### src/rtl/rx_pair_packer.sv
// rtl/rx_pair_packer.sv - I/Q pair packer into a FWFT word FIFO; optional window header via RX_HEADER_EN
module rx_pair_packer #(
  parameter int DEPTH_LOG2 = 4
) (
  input  logic                  clock,
  input  logic                  reset_n,
  input  logic                  enable,
  input  logic                  gate,
  input  logic                  strobe,
  input  logic [15:0]           i_in,
  input  logic [15:0]           q_in,
  input  logic                  rd_en,
  output logic [15:0]           dout,
  output logic                  empty,
  output logic                  full,
  output logic [DEPTH_LOG2:0]   count,
  output logic                  overrun,
  input  logic                  clear_overrun
);

  localparam int DEPTH = 1 << DEPTH_LOG2;

`ifdef RX_HEADER_EN
  typedef enum logic [1:0] {IDLE, WR_I, WR_Q} state_t;
`else
  typedef enum logic [1:0] {IDLE, WR_Q} state_t;
`endif

  state_t                  state_q, state_d;
  logic [DEPTH_LOG2-1:0]   wr_ptr_q, rd_ptr_q;
  logic [DEPTH_LOG2:0]     count_q, count_d;
  logic                    overrun_q;
  logic [15:0]             q_lat_q;
  logic [15:0]             mem [DEPTH];

  logic                    qs;
  logic                    pop;
  logic                    wr_en;
  logic [15:0]             wr_data;
  logic                    latch;
  logic                    ovr_set;

`ifdef RX_HEADER_EN
  logic [15:0]             i_lat_q;
  logic                    gate_q;
  logic                    hdr_pend_q;
  logic [7:0]              win_cnt_q;
  logic                    hdr_clr;
`endif

  assign qs  = strobe & enable & gate;
  assign pop = rd_en & (count_q != '0);

  // Room is reserved for the whole pair up front, so WR_I/WR_Q never need a space check.
  always_comb begin
    state_d = state_q;
    wr_en   = 1'b0;
    wr_data = 16'h0000;
    latch   = 1'b0;
    ovr_set = 1'b0;
`ifdef RX_HEADER_EN
    hdr_clr = 1'b0;
`endif
    case (state_q)
      IDLE: begin
        if (qs) begin
`ifdef RX_HEADER_EN
          if (hdr_pend_q) begin
            if (int'(count_q) <= DEPTH - 3) begin
              wr_en   = 1'b1;
              wr_data = {8'hA5, win_cnt_q};
              latch   = 1'b1;
              hdr_clr = 1'b1;
              state_d = WR_I;
            end else begin
              ovr_set = 1'b1;
            end
          end else
`endif
          if (int'(count_q) <= DEPTH - 2) begin
            wr_en   = 1'b1;
            wr_data = i_in;
            latch   = 1'b1;
            state_d = WR_Q;
          end else begin
            ovr_set = 1'b1;
          end
        end
      end
`ifdef RX_HEADER_EN
      WR_I: begin
        wr_en   = 1'b1;
        wr_data = i_lat_q;
        ovr_set = qs;
        state_d = WR_Q;
      end
`endif
      WR_Q: begin
        wr_en   = 1'b1;
        wr_data = q_lat_q;
        ovr_set = qs;
        state_d = IDLE;
      end
      default: state_d = IDLE;
    endcase
    count_d = count_q + (DEPTH_LOG2 + 1)'(wr_en) - (DEPTH_LOG2 + 1)'(pop);
  end

  always_ff @(posedge clock or negedge reset_n) begin
    if (!reset_n) begin
      state_q   <= IDLE;
      wr_ptr_q  <= '0;
      rd_ptr_q  <= '0;
      count_q   <= '0;
      overrun_q <= 1'b0;
      q_lat_q   <= 16'h0000;
    end else begin
      state_q <= state_d;
      count_q <= count_d;
      if (wr_en) wr_ptr_q <= wr_ptr_q + 1'b1;
      if (pop)   rd_ptr_q <= rd_ptr_q + 1'b1;
      if (latch) q_lat_q  <= q_in;
      if (ovr_set)            overrun_q <= 1'b1;
      else if (clear_overrun) overrun_q <= 1'b0;
    end
  end

`ifdef RX_HEADER_EN
  always_ff @(posedge clock or negedge reset_n) begin
    if (!reset_n) begin
      i_lat_q    <= 16'h0000;
      gate_q     <= 1'b0;
      hdr_pend_q <= 1'b0;
      win_cnt_q  <= 8'h00;
    end else begin
      gate_q <= gate;
      if (latch) i_lat_q <= i_in;
      if (hdr_clr) win_cnt_q <= win_cnt_q + 8'd1;
      if (gate && !gate_q && enable) hdr_pend_q <= 1'b1;
      else if (hdr_clr)              hdr_pend_q <= 1'b0;
    end
  end
`endif

  always_ff @(posedge clock) begin
    if (wr_en) mem[wr_ptr_q] <= wr_data;
  end

  assign empty   = (count_q == '0);
  assign full    = (count_q == (DEPTH_LOG2 + 1)'(DEPTH));
  assign count   = count_q;
  assign overrun = overrun_q;
  assign dout    = empty ? 16'h0000 : mem[rd_ptr_q];

endmodule
### config.mk
export PLATFORM = sky130hd
export DESIGN_NAME = rx_pair_packer
export DESIGN_NICKNAME = d
export VERILOG_FILES = /design/src/rtl/rx_pair_packer.sv
export SDC_FILE = /design/constraint.sdc
export NUM_CORES = 1
export LEC_CHECK = 0
export ABC_AREA = 0
export CAP_MARGIN = 20
export CORE_MARGIN = 5
export CORE_UTILIZATION = 40
export DETAILED_ROUTE_END_ITERATION = 10
export GPL_ROUTABILITY_DRIVEN = 0
export SLEW_MARGIN = 10
export SYNTH_ARGS = -nofsm -noshare
export SYNTH_HDL_FRONTEND = slang
export SYNTH_SLANG_ARGS = --single-unit
### constraint.sdc
create_clock -name clock -period 3.4 [get_ports clock]
set_input_delay 0.68 -clock clock [delete_from_list [all_inputs] [get_ports clock]]
set_output_delay 0.68 -clock clock [all_outputs]
set_load 0.02 [all_outputs]
==> results by group, run 1 <==
CTS
  – Worst skew pair latency: 550 ps
  – TritonCTS Buffers: 30
  – H-Tree Depth: 1
  – CTS tree: done
  – Clock sink count: 287
  – Clock tree buffer depth: 3
  – CTS root buf: clkbuf_16
  – Clock-pin slew on the worst setup and hold paths: 60 ps

STA
  – Final setup TNS: 0 ps
  – RSZ-0062 raised after global routing: false
  – Slew at the pin closest to its max-slew limit: 825 ps
  – Final Setup Violations: 0
  – Fmax achieved: 305 MHz
  – Final Max Slew Viols: 0
  – Minimum clock period after layout: 3280 ps
  – Final period util: 96.6%
  – Worst Skew: 13.1 ps
  – Slew HR: 45.0%
  – Final hold vios: 0
  – Worst setup margin: 116 ps

Synthesis
  – Post-synthesis cell area: 0.0116 mm²
  – Yosys warning count: 0
  – Register area share after synthesis: 72.9%
  – Syn Inst Count: 579
  – Post-synth ARST share: 10.8%
  – Synth cell count leaders: 256 x edfxtp_1, 64 x mux4_2, 44 x inv_1
  – EDFF count, synth: 256
  – Post-synth cell types: 42
  – Top-area cell type share of the netlist area: 66.2%
  – Synth Net Count: 633
  – Most common cell in the netlist: edfxtp_1
  – Post-synth top area cell: edfxtp_1
  – Synth top area cells: edfxtp_1 66%, mux4_2 12%, dfrtp_1 6.7%
  – Synthesized area per cell: 20.1 µm²
  – Ys flop type: edfxtp_1
  – FF+latch count, synth: 287

Power and ir drop
  – Net switching power: 3.45 mW
  – Power share of the clock group: 27.2%
  – PwrDens: 807 mW/mm²
  – Pleak: 4.94 nW
  – Sequential share of power: 39.3%
  – Int Pwr: 7.83 mW
  – Sw Share: 30.6%
  – Worst vdd ir: 0.448 mV
  – Combinational cell fraction of total power: 33.5%

Run status
  – Status: completed

Setup path
  – R2R Setup Slk: 570 ps
  – WP data required: 2720 ps
  – Crit path from: rd_ptr_q[1]
  – Reg2reg start: count[2]
  – Crit. End Element: primary output
  – Worst-path fanout max: 14
  – WP data arrival: 2600 ps
  – Critical setup path kind: reg2out
  – FF-to-FF End: count[4]
  – Cell count of the worst reg-to-reg path: 15
  – Worst Setup Start Kind: register
  – Critical path capture point: dout[14]

Worst hold path
  – HP Class: in2async

Die
  – I/O pins: 63
  – Rows: 62
  – Core Area: 0.0287 mm²
  – Full die area: 0.0325 mm²
  – Die W: 180 µm
  – Initial core utilization: 40.5%
  – Vert. Die Dim: 180 µm

Route
  – Antenna-violating nets left: 0
  – Number of vias per cell: 5.27
  – Detailed-route via count: 5786
  – 1st-iter DRT viols: 298
  – Residual DRC: 0
  – Drt first pass iters: 4
  – WL per Instance: 22.8 µm
  – Drt total wl: 25100 µm

Final layout
  – Layout net count: 744
  – Area Overhead vs Synth: 20.4%
  – Antenna cells: 0
  – Share of cells above drive strength 1: 28.4%

Placement
  – DP Worst Slack: 35.9 ps
  – Port Buffer Count: 62
  – Post-DP HPWL: 16100 µm

Global routing
  – First-pass GRT wire length: 38400 µm
  – GRT overflow: 0
  – Vias in the first global route: 6461
  – Largest net degree at the start of global routing: 36
  – Total GRT Usage: 15.3%
  – Initial antenna violation count: 0

Job
  – Max_cap viols: 0
-- per-layer routing --
| layer | track usage (%) | up-vias | wire length (µm) |
|---|---|---|---|
| li1 | - | 2546 | - |
| met2 | 25.6 | 154 | 12400 |
| met5 | 0 | - | 0 |
| met4 | 2.81 | 0 | 389 |
| met1 | 21.5 | 3055 | 10800 |
| met3 | 2.81 | 31 | 1460 |
-- cell type report --
type / count / area (µm²)
fillers: 2387 / 14700
flip-flops and latches: 287 / 8470
multi-input cells: 216 / 2840
repair buffers: 110 / 1090
clock buffers: 44 / 845
well taps: 384 / 480
inverters: 45 / 169
clock inverters: 12 / 86.3
-- per-stage QoR --
stage / util, % / power (mW) / cell area [µm²] / hold slack (ps) / instances
4_1_cts: 48.4 / 11.3 / 13900 / 252 / 1094
6_report: 48.7 / 11.3 / 14000 / 236 / 1098
3_5_place_dp: 45.2 / 8.33 / 13000 / 480 / 1038
3_3_place_gp: 45.2 / 8.27 / 13000 / 470 / 1038
2_1_floorplan: - / 6.94 / 11600 / 384 / 579
5_1_grt: 48.7 / 11.9 / 14000 / 285 / 1098
-- power groups by stage --
stage | logic (mW) | registers, mW | clock network (mW)
after floorplan | 2.52 | 4.42 | 0
after global placement | 3.78 | 4.49 | 0
after detailed placement | 3.82 | 4.51 | 0
after CTS | 3.76 | 4.44 | 3.13
after global routing | 4.08 | 4.48 | 3.30
final | 3.78 | 4.44 | 3.07
-- state kept, by name, indices dropped and copies added (netlist names) --
signal and count:
rd_ptr_q 4, wr_ptr_q 4, overrun 1, q_lat_q 16, count 5, mem 256, state_q 1
-- cells in the final DEF, fill, tap and decap left out, drive strengths merged, types with 2 or more instances in the layout --
cell / instances
edfxtp: 256
mux4: 64
buf: 48
clkbuf: 48
inv: 46
clkdlybuf4s50: 45
mux2: 33
dfrtp: 31
nand2: 22
a22o: 16
o221ai: 16
ha: 14
clkinv: 10
xnor2: 6
nor3: 6
and3: 5
dlymetal6s2s: 5
nor3b: 4
dlygate4sd2: 4
clkdlybuf4s15: 4
nor2: 3
xor2: 3
o21ai: 3
nor4b: 3
nand3b: 2
nor2b: 2
a21oi: 2
-- logic make-up after synthesis --
| logic type | Yosys count | synth area share [%] |
|---|---|---|
| XOR/XNOR | 9 | 0.679 |
| AO/OA/AOI/OAI | 43 | 3.25 |
| multiplexers | 97 | 15.6 |
| adder cells (fa/ha/maj) | 15 | 1.68 |
| AND/OR/NAND/NOR | 52 | 2.98 |
| flip-flops | 287 | 72.9 |
| buffers and inverters | 76 | 2.94 |
-- repair_timing --
| action | CTS | global route |
|---|---|---|
| gates cloned | 0 | 1 |
| buffers inserted | 0 | 3 |
| hold endpoints to repair | 0 | 0 |
| resized for setup | 19 | 22 |
| endpoints found under the setup margin | 16 | 14 |
| pin swaps | 0 | 0 |
| hold buffers | 0 | 0 |
-- worst min path at each step --
| stage | start | end | cells after the start |
|---|---|---|---|
| floorplan | reset_n | count[0] | 0 |
| global placement | q_lat_q[0] | q_lat_q[0] | 1 |
| detailed placement | q_lat_q[4] | q_lat_q[4] | 1 |
| CTS | reset_n | q_lat_q[9] | 1 |
| global route | reset_n | q_lat_q[9] | 1 |
| finish | reset_n | q_lat_q[9] | 1 |
-- critical path: stages (launching register included) --
cell,delay (ps)
dfrtp_4,510
buf_12,200
mux4_2,520
mux2_2,320
nand2_1,90
o221ai_2,90
dlygate4sd2_1,330
(Power assumes the default switching activity.)
==> run 2, diff against run 1 <==
Settings changed: GPL_TIMING_DRIVEN set to 0.
==> results by group, run 2 (synthesis results as in run 1) <==
Run status
  – Status: completed

Route
  – Number of vias per cell: 5.30 (+0.60%)
  – Residual DRC: 0 (unchanged)
  – Top routing layer in use: met4
  – Detailed-route via count: 5826 (+0.69%)
  – Drt first pass iters: 5 (+1)
  – 1st-iter DRT viols: 467 (+57%)
  – WL per Instance: 23.1 µm (+1.1%)
  – Routed wl met2: 12900 µm (+3.5%)
  – Met3 WL: 1340 µm (-8.4%)
  – Antenna-violating nets left: 0 (unchanged)
  – Metal-1 WL: 10600 µm (-1.4%)
  – Drt total wl: 25400 µm (+1.2%)

STA
  – Slew at the pin closest to its max-slew limit: 1040 ps (+217 ps)
  – Worst Skew: 18.1 ps (+5.03 ps)
  – Final hold vios: 0 (unchanged)
  – Fmax achieved: 303 MHz (-0.39%)
  – Worst setup margin: 103 ps (-12.8 ps)
  – Minimum clock period after layout: 3300 ps (+12.8 ps)
  – RSZ-0062 raised after global routing: true
  – Final Max Slew Viols: 0 (unchanged)
  – Final Setup Violations: 0 (unchanged)
  – Slew HR: 30.5% (-14 points)
  – WHS: 495 ps (+259 ps)
  – Final period util: 97.0% (+0.38 points)

CTS
  – CTS tree: done
  – CTS root buf: clkbuf_16
  – H-Tree Depth: 1 (unchanged)
  – Worst skew pair latency: 550 ps (about the same)
  – Clock-pin slew on the worst setup and hold paths: 60 ps (about the same)
  – TritonCTS Buffers: 29 (-3.3%)
  – Clock tree buffer depth: 3 (unchanged)
  – Clock sink count: 287 (unchanged)

Setup path
  – Critical setup path kind: reg2out
  – WP data arrival: 2620 ps (+20 ps)
  – FF-to-FF End: count[4]
  – Worst-path fanout max: 10 (-4)
  – Reg2reg start: count[2]
  – R2R Setup Slk: 170 ps (-400 ps)
  – WP data required: 2720 ps (about the same)
  – Worst Setup Start Kind: register
  – Crit. End Element: primary output
  – Cell count of the worst reg-to-reg path: 17 (+2)

Global routing
  – Vias in the first global route: 6361 (-1.5%)
  – GRT overflow: 0 (unchanged)
  – Largest net degree at the start of global routing: 26 (-28%)
  – Initial antenna violation count: 0 (unchanged)
  – First-pass GRT wire length: 38900 µm (+1.5%)
  – Total GRT Usage: 15.7% (+0.36 points)

Die
  – Die W: 180 µm (unchanged)
  – I/O pins: 63 (unchanged)
  – Initial core utilization: 40.5% (unchanged)
  – Full die area: 0.0325 mm² (unchanged)
  – Core Area: 0.0287 mm² (unchanged)
  – Vert. Die Dim: 180 µm (unchanged)
  – Rows: 62 (unchanged)

Worst hold path
  – HP Class: reg2reg
  – Hold_sp: q_lat_q[5]
  – Hold worst-path end: q_lat_q[5]
  – Hold path depth: 1

Final layout
  – Post-Layout Cell Count: 1099 (+0.091%)
  – Layout net count: 746 (+0.27%)
  – Share of cells above drive strength 1: 29.4% (+0.94 points)
  – Max reg flops: 256 (unchanged)
  – Area Overhead vs Synth: 20.6%
  – Leading cell type in the layout, fill and taps excluded: edfxtp_1
  – Fin area: 0.0140 mm² (+0.13%)
  – Antenna cells: 0 (unchanged)
  – Most frequent cells in the layout: 256 x edfxtp_1, 64 x mux4_2, 45 x clkdlybuf4s50_1
  – Top reg by flops: mem

Placement
  – Port Buffer Count: 62 (unchanged)
  – Placed insts: 1037 (-0.096%)
  – Post-DP HPWL: 17000 µm (+5.7%)
  – DP Worst Slack: -368 ps (-404 ps)
  – DP Area: 0.0130 mm² (about the same)

Power and ir drop
  – Sequential share of power: 38.4% (-0.9 points)
  – PwrDens: 810 mW/mm² (+0.33%)
  – Net switching power: 3.59 mW (+3.9%)
  – Int Pwr: 7.75 mW (-1.1%)
  – Worst vdd ir: 0.435 mV (-2.8%)
  – Power share of the clock group: 26.8% (-0.4 points)
  – Sw Share: 31.7% (+1.1 points)
  – Pleak: 4.92 nW (-0.33%)
  – Combinational cell fraction of total power: 34.8% (+1.3 points)

Job
  – Max_cap viols: 0 (unchanged)
run 2: changes by cell type in the layout (fill, tap and decap cells not counted), sizes merged, moves of 3 or more:
cell and change:
clkdlybuf4s15 -3, clkbuf +9, dlygate4sd2 -3, dlymetal6s2s -5
run 2: stage by stage:
| step | TNS [ps] | power (mW) | util [%] |
|---|---|---|---|
| after floorplan | 0 | 6.94 | - |
| after global placement | -91060 | 8.25 | 44.3 |
| after detailed placement | -2090 | 8.40 | 45.2 |
| after CTS | -88.2 | 11.5 | 48.9 |
| after global routing | -2.70 | 11.9 | 48.8 |
| final | 0 | 11.3 | 48.8 |
run 2: worst max-delay path by stage:
stage                endpoint         from  cells past startpoint  slack [ps]
finish                dout[9]     count[2]                      8         100
global route          dout[9]     count[2]                      8          -3
CTS                   dout[8]  rd_ptr_q[3]                      7         -90
detailed placement   count[4]       strobe                     16        -370
global placement    mem[3][4]         gate                      7       -1010
floorplan            count[4]         gate                     15         450
run 2: area by class of cell:
class	instances	area (µm²)
inverter	45	169
buffer	30	230
timing repair buffer	83	825
sequential	287	8460
multi-input combinational	216	2920
clock buffer	39	793
clock inverter	15	124
fill	2390	14700
tap	384	480
run 2: repair_timing:
action | CTS | global route
hold endpoints to repair | 6 | 0
gates cloned | 1 | 0
resized for setup | 58 | 39
pin swaps | 0 | 0
buffers inserted | 7 | 0
hold buffers | 1 | 0
setup endpoints to repair | 16 | 16
run 2: worst max-delay path, cell delays in order, from the launching register on:
cell and delay (ps):
dfrtp_1 360, inv_1 70, ha_1 220, nor4b_4 140, buf_4 190, or3b_4 450
buf_4 230, o221ai_2 230, buf_4 200
run 2: power by group through the flow:
stage	logic (mW)	clock network, mW	registers (mW)
finish	3.94	3.04	4.36
global route	4.27	3.27	4.39
CTS	4.05	3.11	4.36
detailed placement	3.97	0	4.43
global placement	3.84	0	4.41
floorplan	2.52	0	4.42
run 2: layer usage:
metal  track usage, %  vias to the layer above
met1             21.4                     3070
met3             2.68                       39
met5                0                        -
li1                 -                     2555
met2             26.7                      162
met4             3.39                        0
